File: src/rtl/spram_port_arbiter.sv
// spram_port_arbiter: shares one single-port image SPRAM between the buffered
// UART pixel-write path and the VGA pixel-fetch path. Reads win arbitration;
// when the write buffer is full and reads have monopolised the port for
// STARVE_LIMIT grants, one write is forced through.
module spram_port_arbiter #(
   parameter int unsigned ADDR_W       = 15,
   parameter int unsigned DATA_W       = 12,
   parameter int unsigned WFIFO_DEPTH  = 4,
   parameter int unsigned RD_LAT       = 1,
   parameter int unsigned STARVE_LIMIT = 8
) (
   input  logic                         clk,
   input  logic                         rst,
   input  logic                         flush,
   input  logic                         wr_req,
   input  logic [ADDR_W-1:0]            wr_addr,
   input  logic [DATA_W-1:0]            wr_data,
   output logic                         wr_ready,
   input  logic                         rd_req,
   input  logic [ADDR_W-1:0]            rd_addr,
   output logic                         rd_ready,
   output logic                         rd_valid,
   output logic [DATA_W-1:0]            rd_data,
   output logic [ADDR_W-1:0]            spram_addr,
   output logic [DATA_W-1:0]            spram_wr_data,
   output logic                         spram_wre,
   input  logic [DATA_W-1:0]            spram_rd_data,
   output logic [$clog2(WFIFO_DEPTH):0] wfifo_level
);

   localparam int unsigned PTR_W    = $clog2(WFIFO_DEPTH);
   localparam int unsigned LVL_W    = PTR_W + 1;
   localparam int unsigned STREAK_W = $clog2(STARVE_LIMIT + 1);

   logic [ADDR_W-1:0]   fifo_addr [WFIFO_DEPTH];
   logic [DATA_W-1:0]   fifo_data [WFIFO_DEPTH];
   logic [PTR_W-1:0]    wr_ptr;
   logic [PTR_W-1:0]    rd_ptr;
   logic [STREAK_W-1:0] rd_streak;
   logic [RD_LAT-1:0]   rd_pipe;

   logic fifo_full;
   logic fifo_empty;
   logic force_wr;
   logic grant_rd;
   logic grant_wr;
   logic push;

   // Arbitration and handshakes, all derived from registered state plus requests
   always_comb begin
      fifo_full  = (wfifo_level == LVL_W'(WFIFO_DEPTH));
      fifo_empty = (wfifo_level == '0);
      force_wr   = fifo_full && (rd_streak >= STREAK_W'(STARVE_LIMIT));
      grant_rd   = !rst && rd_req && !force_wr;
      grant_wr   = !rst && !grant_rd && !fifo_empty;
      rd_ready   = grant_rd;
      wr_ready   = !rst && !fifo_full;
      push       = wr_req && wr_ready && !flush;
   end

   // Write buffer storage; contents are don't-care until counted by the level
   always_ff @(posedge clk) begin
      if (push) begin
         fifo_addr[wr_ptr] <= wr_addr;
         fifo_data[wr_ptr] <= wr_data;
      end
   end

   // Write buffer pointers and occupancy; flush discards everything buffered
   always_ff @(posedge clk) begin
      if (rst || flush) begin
         wr_ptr      <= '0;
         rd_ptr      <= '0;
         wfifo_level <= '0;
      end else begin
         if (push) begin
            wr_ptr <= wr_ptr + PTR_W'(1);
         end
         if (grant_wr) begin
            rd_ptr <= rd_ptr + PTR_W'(1);
         end
         if (push && !grant_wr) begin
            wfifo_level <= wfifo_level + LVL_W'(1);
         end else if (grant_wr && !push) begin
            wfifo_level <= wfifo_level - LVL_W'(1);
         end
      end
   end

   // Count reads that bypass a waiting write; any write or an empty buffer resets it
   always_ff @(posedge clk) begin
      if (rst || flush || fifo_empty || grant_wr) begin
         rd_streak <= '0;
      end else if (grant_rd && (rd_streak < STREAK_W'(STARVE_LIMIT))) begin
         rd_streak <= rd_streak + STREAK_W'(1);
      end
   end

   // Registered SPRAM drive: a grant this cycle owns the port next cycle
   always_ff @(posedge clk) begin
      if (rst) begin
         spram_addr    <= '0;
         spram_wr_data <= '0;
         spram_wre     <= 1'b0;
      end else if (grant_rd) begin
         spram_addr <= rd_addr;
         spram_wre  <= 1'b0;
      end else if (grant_wr) begin
         spram_addr    <= fifo_addr[rd_ptr];
         spram_wr_data <= fifo_data[rd_ptr];
         spram_wre     <= 1'b1;
      end else begin
         spram_wre <= 1'b0;
      end
   end

   // Read-return pipeline; reset kills any read still in flight
   always_ff @(posedge clk) begin
      if (rst) begin
         rd_pipe  <= '0;
         rd_valid <= 1'b0;
         rd_data  <= '0;
      end else begin
         rd_pipe[0] <= grant_rd;
         for (int i = 1; i < int'(RD_LAT); i++) begin
            rd_pipe[i] <= rd_pipe[i-1];
         end
         rd_valid <= rd_pipe[RD_LAT-1];
         if (rd_pipe[RD_LAT-1]) begin
            rd_data <= spram_rd_data;
         end
      end
   end

endmodule

File: config.mk
export PLATFORM = sky130hd
export DESIGN_NAME = spram_port_arbiter
export DESIGN_NICKNAME = d
export VERILOG_FILES = /design/src/rtl/spram_port_arbiter.sv
export SDC_FILE = /design/constraint.sdc
export NUM_CORES = 1
export LEC_CHECK = 0
export ABC_AREA = 1
export BUFFER_PORTS_ARGS = -buffer_cell sky130_fd_sc_hd__buf_2
export CAP_MARGIN = 20
export CORE_ASPECT_RATIO = 0.6
export CORE_MARGIN = 2
export CORE_UTILIZATION = 61
export DETAILED_ROUTE_END_ITERATION = 10
export HOLD_SLACK_MARGIN = 0.03
export PLACE_DENSITY = 0.85
export SLEW_MARGIN = 5
export SYNTH_ARGS = -nofsm -noshare
export SYNTH_HDL_FRONTEND = slang
export SYNTH_SLANG_ARGS = --single-unit
export TNS_END_PERCENT = 10
File: constraint.sdc
create_clock -name clk -period 6.44 [get_ports clk]
set_input_delay 0.966 -clock clk [delete_from_list [all_inputs] [get_ports clk]]
set_output_delay 0.966 -clock clk [all_outputs]
set_load 0.02 [all_outputs]
== Word-level counts from Yosys, hierarchy flattened ==
Memory sizes are Yosys's and may differ from the RTL's. A register that Yosys moved wholly into a read port is not among the register bits.
Index checks and enable logic that the tools add are counted.

* $add $sub $neg: 5
* $lt $le $gt $ge: 2
* Equal/unequal tests: 1
* Mux-type cells: 9
* Bitwise logic cells: 1
* Reduce and logical (&&, ||, !) cells: 27

{| class="wikitable"
|+ Operator list
! cell !! number
|-
| 2-to-1 mux 15 bit || 2
|-
| logical AND 1 bit || 11
|-
| zero test 1 bit || 8
|-
| 2-to-1 mux 3 bit || 2
|-
| adder 2 x 1 -> 2 bit, second input constant || 2
|-
| adder 4 x 1 -> 4 bit, second input constant || 1
|-
| >= comparator 4 bit, second input constant || 1
|-
| less-than comparator 4 bit, second input constant || 1
|-
| 2-to-1 mux 2 bit || 2
|-
| nonzero test 2 bit || 2
|-
| adder 3 x 1 -> 3 bit, second input constant || 1
|-
| equality test 3 bit, second input constant || 1
|-
| zero test 3 bit || 1
|-
| logical OR 1 bit || 3
|-
| 2-to-1 mux 1 bit || 3
|-
| subtractor 3 x 1 -> 3 bit, second input constant || 1
|-
| AND reduction 2 bit || 1
|-
| OR reduction 2 bit || 1
|-
| NOT 1 bit || 1
|}

* Register bits after elaboration: 41
* Memory bits (writable): 108
* Input port bits: 59
* Output and inout bits: 46
* Memories kept: 2

{| class="wikitable"
|+ Memory list
! memory !! words !! bits a word !! rd ports !! clocked after Yosys merged registers in !! write ports !! RTL line !! RTL
|-
| fifo_addr || 4 || 15 || 1 || 1 || 1 || 35 || <nowiki>logic [ADDR_W-1:0] fifo_addr [WFIFO_DEPTH];</nowiki>
|-
| fifo_data || 4 || 12 || 1 || 1 || 1 || 36 || <nowiki>logic [DATA_W-1:0] fifo_data [WFIFO_DEPTH];</nowiki>
|}

== Logic depth before layout (Yosys ltp) ==
* Depth in word-level cells: 10
* Gate-level depth with buffers: 13
* Mapped depth without buffers: 12

== Worst setup path after synthesis ==
OpenSTA, ideal clock, no wires.

* Kind: input to register
* From: in rst
* To: mem fifo_addr[0][0], enable pin
* Setup time: 411 ps
* Arrival time: 2699 ps
* Required time: 6029 ps
* Path slack: 3331 ps
* Cell stages on the path: 6
* Buffers on the path: 1
* Path through: buf_6 nor2_4 inv_1 nor2_1 inv_2 nor2_1

* Word-level cells in the longest chain between the ends: 6

{| class="wikitable"
|+ RTL lines
! item !! RTL line !! RTL
|-
| from (decl) || 13 || <nowiki>input logic rst,</nowiki>
|-
| zero test 1 bit || 57 || <nowiki>wr_ready = !rst && !fifo_full;</nowiki>
|-
| logical AND 1 bit || 57 ||
|-
| logical AND 1 bit (2 in a row) || 58 || <nowiki>push = wr_req && wr_ready && !flush;</nowiki>
|-
| named net push || 47 || <nowiki>logic push;</nowiki>
|-
| 2-to-1 mux 1 bit || 63 || <nowiki>if (push) begin</nowiki>
|-
| 2-to-1 mux 1 bit (implied by the code) || 64 || <nowiki>fifo_addr[wr_ptr] <= wr_addr;</nowiki>
|-
| to (decl) || 35 ||
|}

The timed path passes the listed nets, and every way through them passes these cells.

== Worst setup path in the final report ==
* From: in rst
* To: out rd_ready

* Word-level cells in the longest chain between the ends: 3

{| class="wikitable"
|+ RTL lines
! item !! RTL line !! RTL
|-
| zero test 1 bit || 54 || <nowiki>grant_rd = !rst && rd_req && !force_wr;</nowiki>
|-
| logical AND 1 bit (2 in a row) || 54 ||
|-
| to (decl) || 21 || <nowiki>output logic rd_ready,</nowiki>
|}

Every way passes these cells.

==> out/qor.csv <==
stage,metric,value,unit
status,status,finished with violations,
status,violations,DRC,
setup_path,max_stage_delay,0.34,ns
clocking,cts-root-buf,clkbuf_16,
detailed_routing,drc_errors,9,
yosys,synth_warnings,0,
yosys,synth_area_leaders,"edfxtp_1 (48%), dfxtp_1 (16%), nand2_1 (10%)",
layout,fillCellCount,744,
clocking,hold_buffers,0,
sta,final-max-slew-violation-count,0,
yosys,synth.cell_area,6780,um2
global_route,grt_usage,27.2,%
sta,fin_crit,3.20,ns
setup_path,cp-startpoint,rst,
sta,slew_headroom,36.3,%
power,max-vdd-ir-drop,216,uV
global_route,grt_overflow_total,0,
setup_path,cp_max_fo,34,
sta,finClkSkew,0.00919,ns
global_route,grt_pass1_wl,24200,um
floorplan,core-area,10700,um2
hold_path,holdCritPathClass,reg2reg,
detailed_routing,vias_per_cell,5.33,
layout,final_nets,854,
sta,worstMarginPinSlew,0.954,ns
detailed_routing,vias,5005,
floorplan,die_w,140,um
power,p_leak,3.53,nW
yosys,ys_seq_elements,163,
floorplan,start_util,63.3,%
floorplan,dieArea,12000,um2
setup_path,critPathBufInv,3,
clocking,cts_resized,0,
clocking,postCtsSetupBuffers,0,
sta,hold_viol,0,
detailed_routing,ant_nets,0,
place,place.gp.congestion,0.813,
detailed_routing,wl_per_cell,16.7,um
power,switchingPower,575,uW
global_route,first_global_vias,4712,
power,comb_power_share,7.6,%
setup_path,arrival,2.23,ns
detailed_routing,firstDrtPassIters,10,
clocking,clock_sinks,163,
floorplan,ios,105,
setup_path,rr_startpoint,rd_ptr[0],
sta,tns,0,ns
yosys,synth_top_family_by_area,simple AND/OR/NAND/NOR gates,
detailed_routing,finalWirelength,15700,um
clocking,htreeDepth,4,
sta,rsz0062_at_grt,no,
yosys,avgSynthCellArea,9.82,um2
sta,min_period_over_period,49.7,%
setup_path,startpoint_type,input pin,
layout,layout.cells.non_filler,939,
place,dp_hpwl,10400,um
global_route,grt_start_max_net_pins,36,
yosys,synth_compound_area_share,5.91,%
setup_path,slowest_stage,inv_2,
yosys,syn-num-nets,757,
hold_path,hp-start,spram_wr_data[5],
yosys,synth-xor-area-share,0.388,%
yosys,netlist.area_leader.share,47.9,%
floorplan,die_h,85.6,um
floorplan,num_rows,29,
yosys,yosys-mux-area-fraction,0,%
place,port_buffers,104,
yosys,synth_cell_types,31,
yosys,synth_top_area_cell,edfxtp_1,
setup_path,crit_path_end_kind,output port,
clocking,cts.clk_slew.worst_paths,0.07,ns
setup_path,crit_required,5.47,ns
yosys,seq_area_frac_synth,64.1,%
layout,design_area,7910,um2
clocking,cts_tree,yes,
layout,final_layout_size_suffix_gt1_share,20.5,%
sta,max_freq,313,MHz
yosys,synthAdderAreaFrac,1.59,%
power,clockPowerShare,42.5,%
yosys,synth-simple-area-share,20.6,%
place,dp_cells,907,
detailed_routing,initialDrtViolationCount,585,
sta,finalSetupViolations,0,
layout,syn_to_final_growth,16.8,%
setup_path,path_class,in2out,
setup_path,critPathTopFamily,buffers and inverters,
clocking,cts_buffers,17,
clocking,clockBufferDepth,2,
clocking,clock_latency,0.43,ns
power,seqPwrFrac,50.0,%
layout,n_antenna_cell,0,
place,placed_cell_area,7340,um2
yosys,synthCells,690,
global_route,antenna_found_initial,0,
power,swShare,24.8,%
job,maxCapViolations,0,
setup_path,path_cells,buf_2 > nor2_8 > nand2_4 > inv_2 > buf_2,
power,p_int,1.74,mW
setup_path,crit_path_frequent_cell,buf_2,
power,p_per_area,293,nW/um2
==> Yosys cell counts (all sizes together) <==
library cell / number
clkbuf: 6
nand3: 38
o21ai: 54
buf: 24
nand2: 192
a21oi: 22
edfxtp: 108
nor2: 78
xor2: 3
inv: 84
ha: 7
or2: 2
dfxtp: 55
clkinv: 1
nand3b: 14
a41oi: 1
fa: 1
==> metrics by stage <==
| step | hold slack (ns) | setup WS, ns | util, % | power (mW) |
|---|---|---|---|---|
| after floorplan | 0.463 | 3.33 | - | 1.29 |
| after global placement | 0.457 | 3.15 | 68.6 | 1.34 |
| after detailed placement | 0.468 | 3.14 | 68.6 | 1.35 |
| after CTS | 0.479 | 3.25 | 73.9 | 2.32 |
| after global routing | 0.487 | 3.14 | 73.9 | 2.39 |
| final | 0.477 | 3.24 | 73.9 | 2.32 |
==> power by group through the flow <==
stage / combinational, mW / sequential [mW] / clock (mW)
finish: 0.176 / 1.16 / 0.983
global route: 0.192 / 1.16 / 1.04
CTS: 0.175 / 1.16 / 0.986
detailed placement: 0.172 / 1.18 / 0
global placement: 0.165 / 1.18 / 0
floorplan: 0.0894 / 1.20 / 0
==> layout by cell type, fill, tap and decap left out, drive strengths merged, types with 2 or more instances in the layout <==
master / count
nor2: 78
ha: 7
clkbuf: 17
dfxtp: 55
edfxtp: 108
buf: 108
clkinvlp: 4
xor2: 3
or2: 2
nand3b: 14
nand3: 38
clkinv: 5
o21ai: 54
a21oi: 22
nand2: 192
inv: 90
==> worst reg2reg max path: stages (launching register included) <==
cell and delay (ns):
dfxtp_1 0.95, inv_1 0.63, o21ai_0 0.30, o21ai_0 0.26, nand2_1 0.13, a21oi_1 0.07
==> final cells by class <==
class                      instances  area (um2)  share of cell area (%)
multi-input combinational        412        1950                    24.6
clock inverter                    15         146                    1.85
inverter                          85         327                    4.13
clock buffer                      17         425                    5.38
sequential                       163        4340                    54.9
tap                              139         174                    2.20
timing repair buffer             108         551                    6.96
==> flip-flops by register name, summed over array words and instances, names as in the netlist, named ones only <==
name,count
rd_data,12
rd_valid,1
fifo_addr,60
wr_ptr,2
spram_addr,15
spram_wr_data,12
fifo_data,48
rd_ptr,2
rd_streak,4
spram_wre,1
rd_pipe,1
wfifo_level,3
==> cell families after synthesis <==
kind of cell | count (synthesis)
xor gates and xnor gates | 3
AOI/OAI and AO/OA | 77
buffers and inverters | 115
and+or+nand+nor | 324
DFF | 163
adders and majority gates | 8
==> worst paths after layout <==
kind	slack, ns	end	depth (start not counted)
max	3.24	rd_ready	5
min	0.48	spram_wr_data[5]	2
max reg2reg	3.98	spram_wr_data[7]	5
min reg2reg	0.48	spram_wr_data[5]	2
==> per-layer routing <==
metal	track usage [%]	up-vias	share of wire (%)
met5	0	-	0
met4	8.63	0	1.3
met3	6.31	17	11
met2	41.6	232	44
met1	39.3	2334	43
li1	-	2422	-
Note: power is estimated with default switching activity, not from simulation.
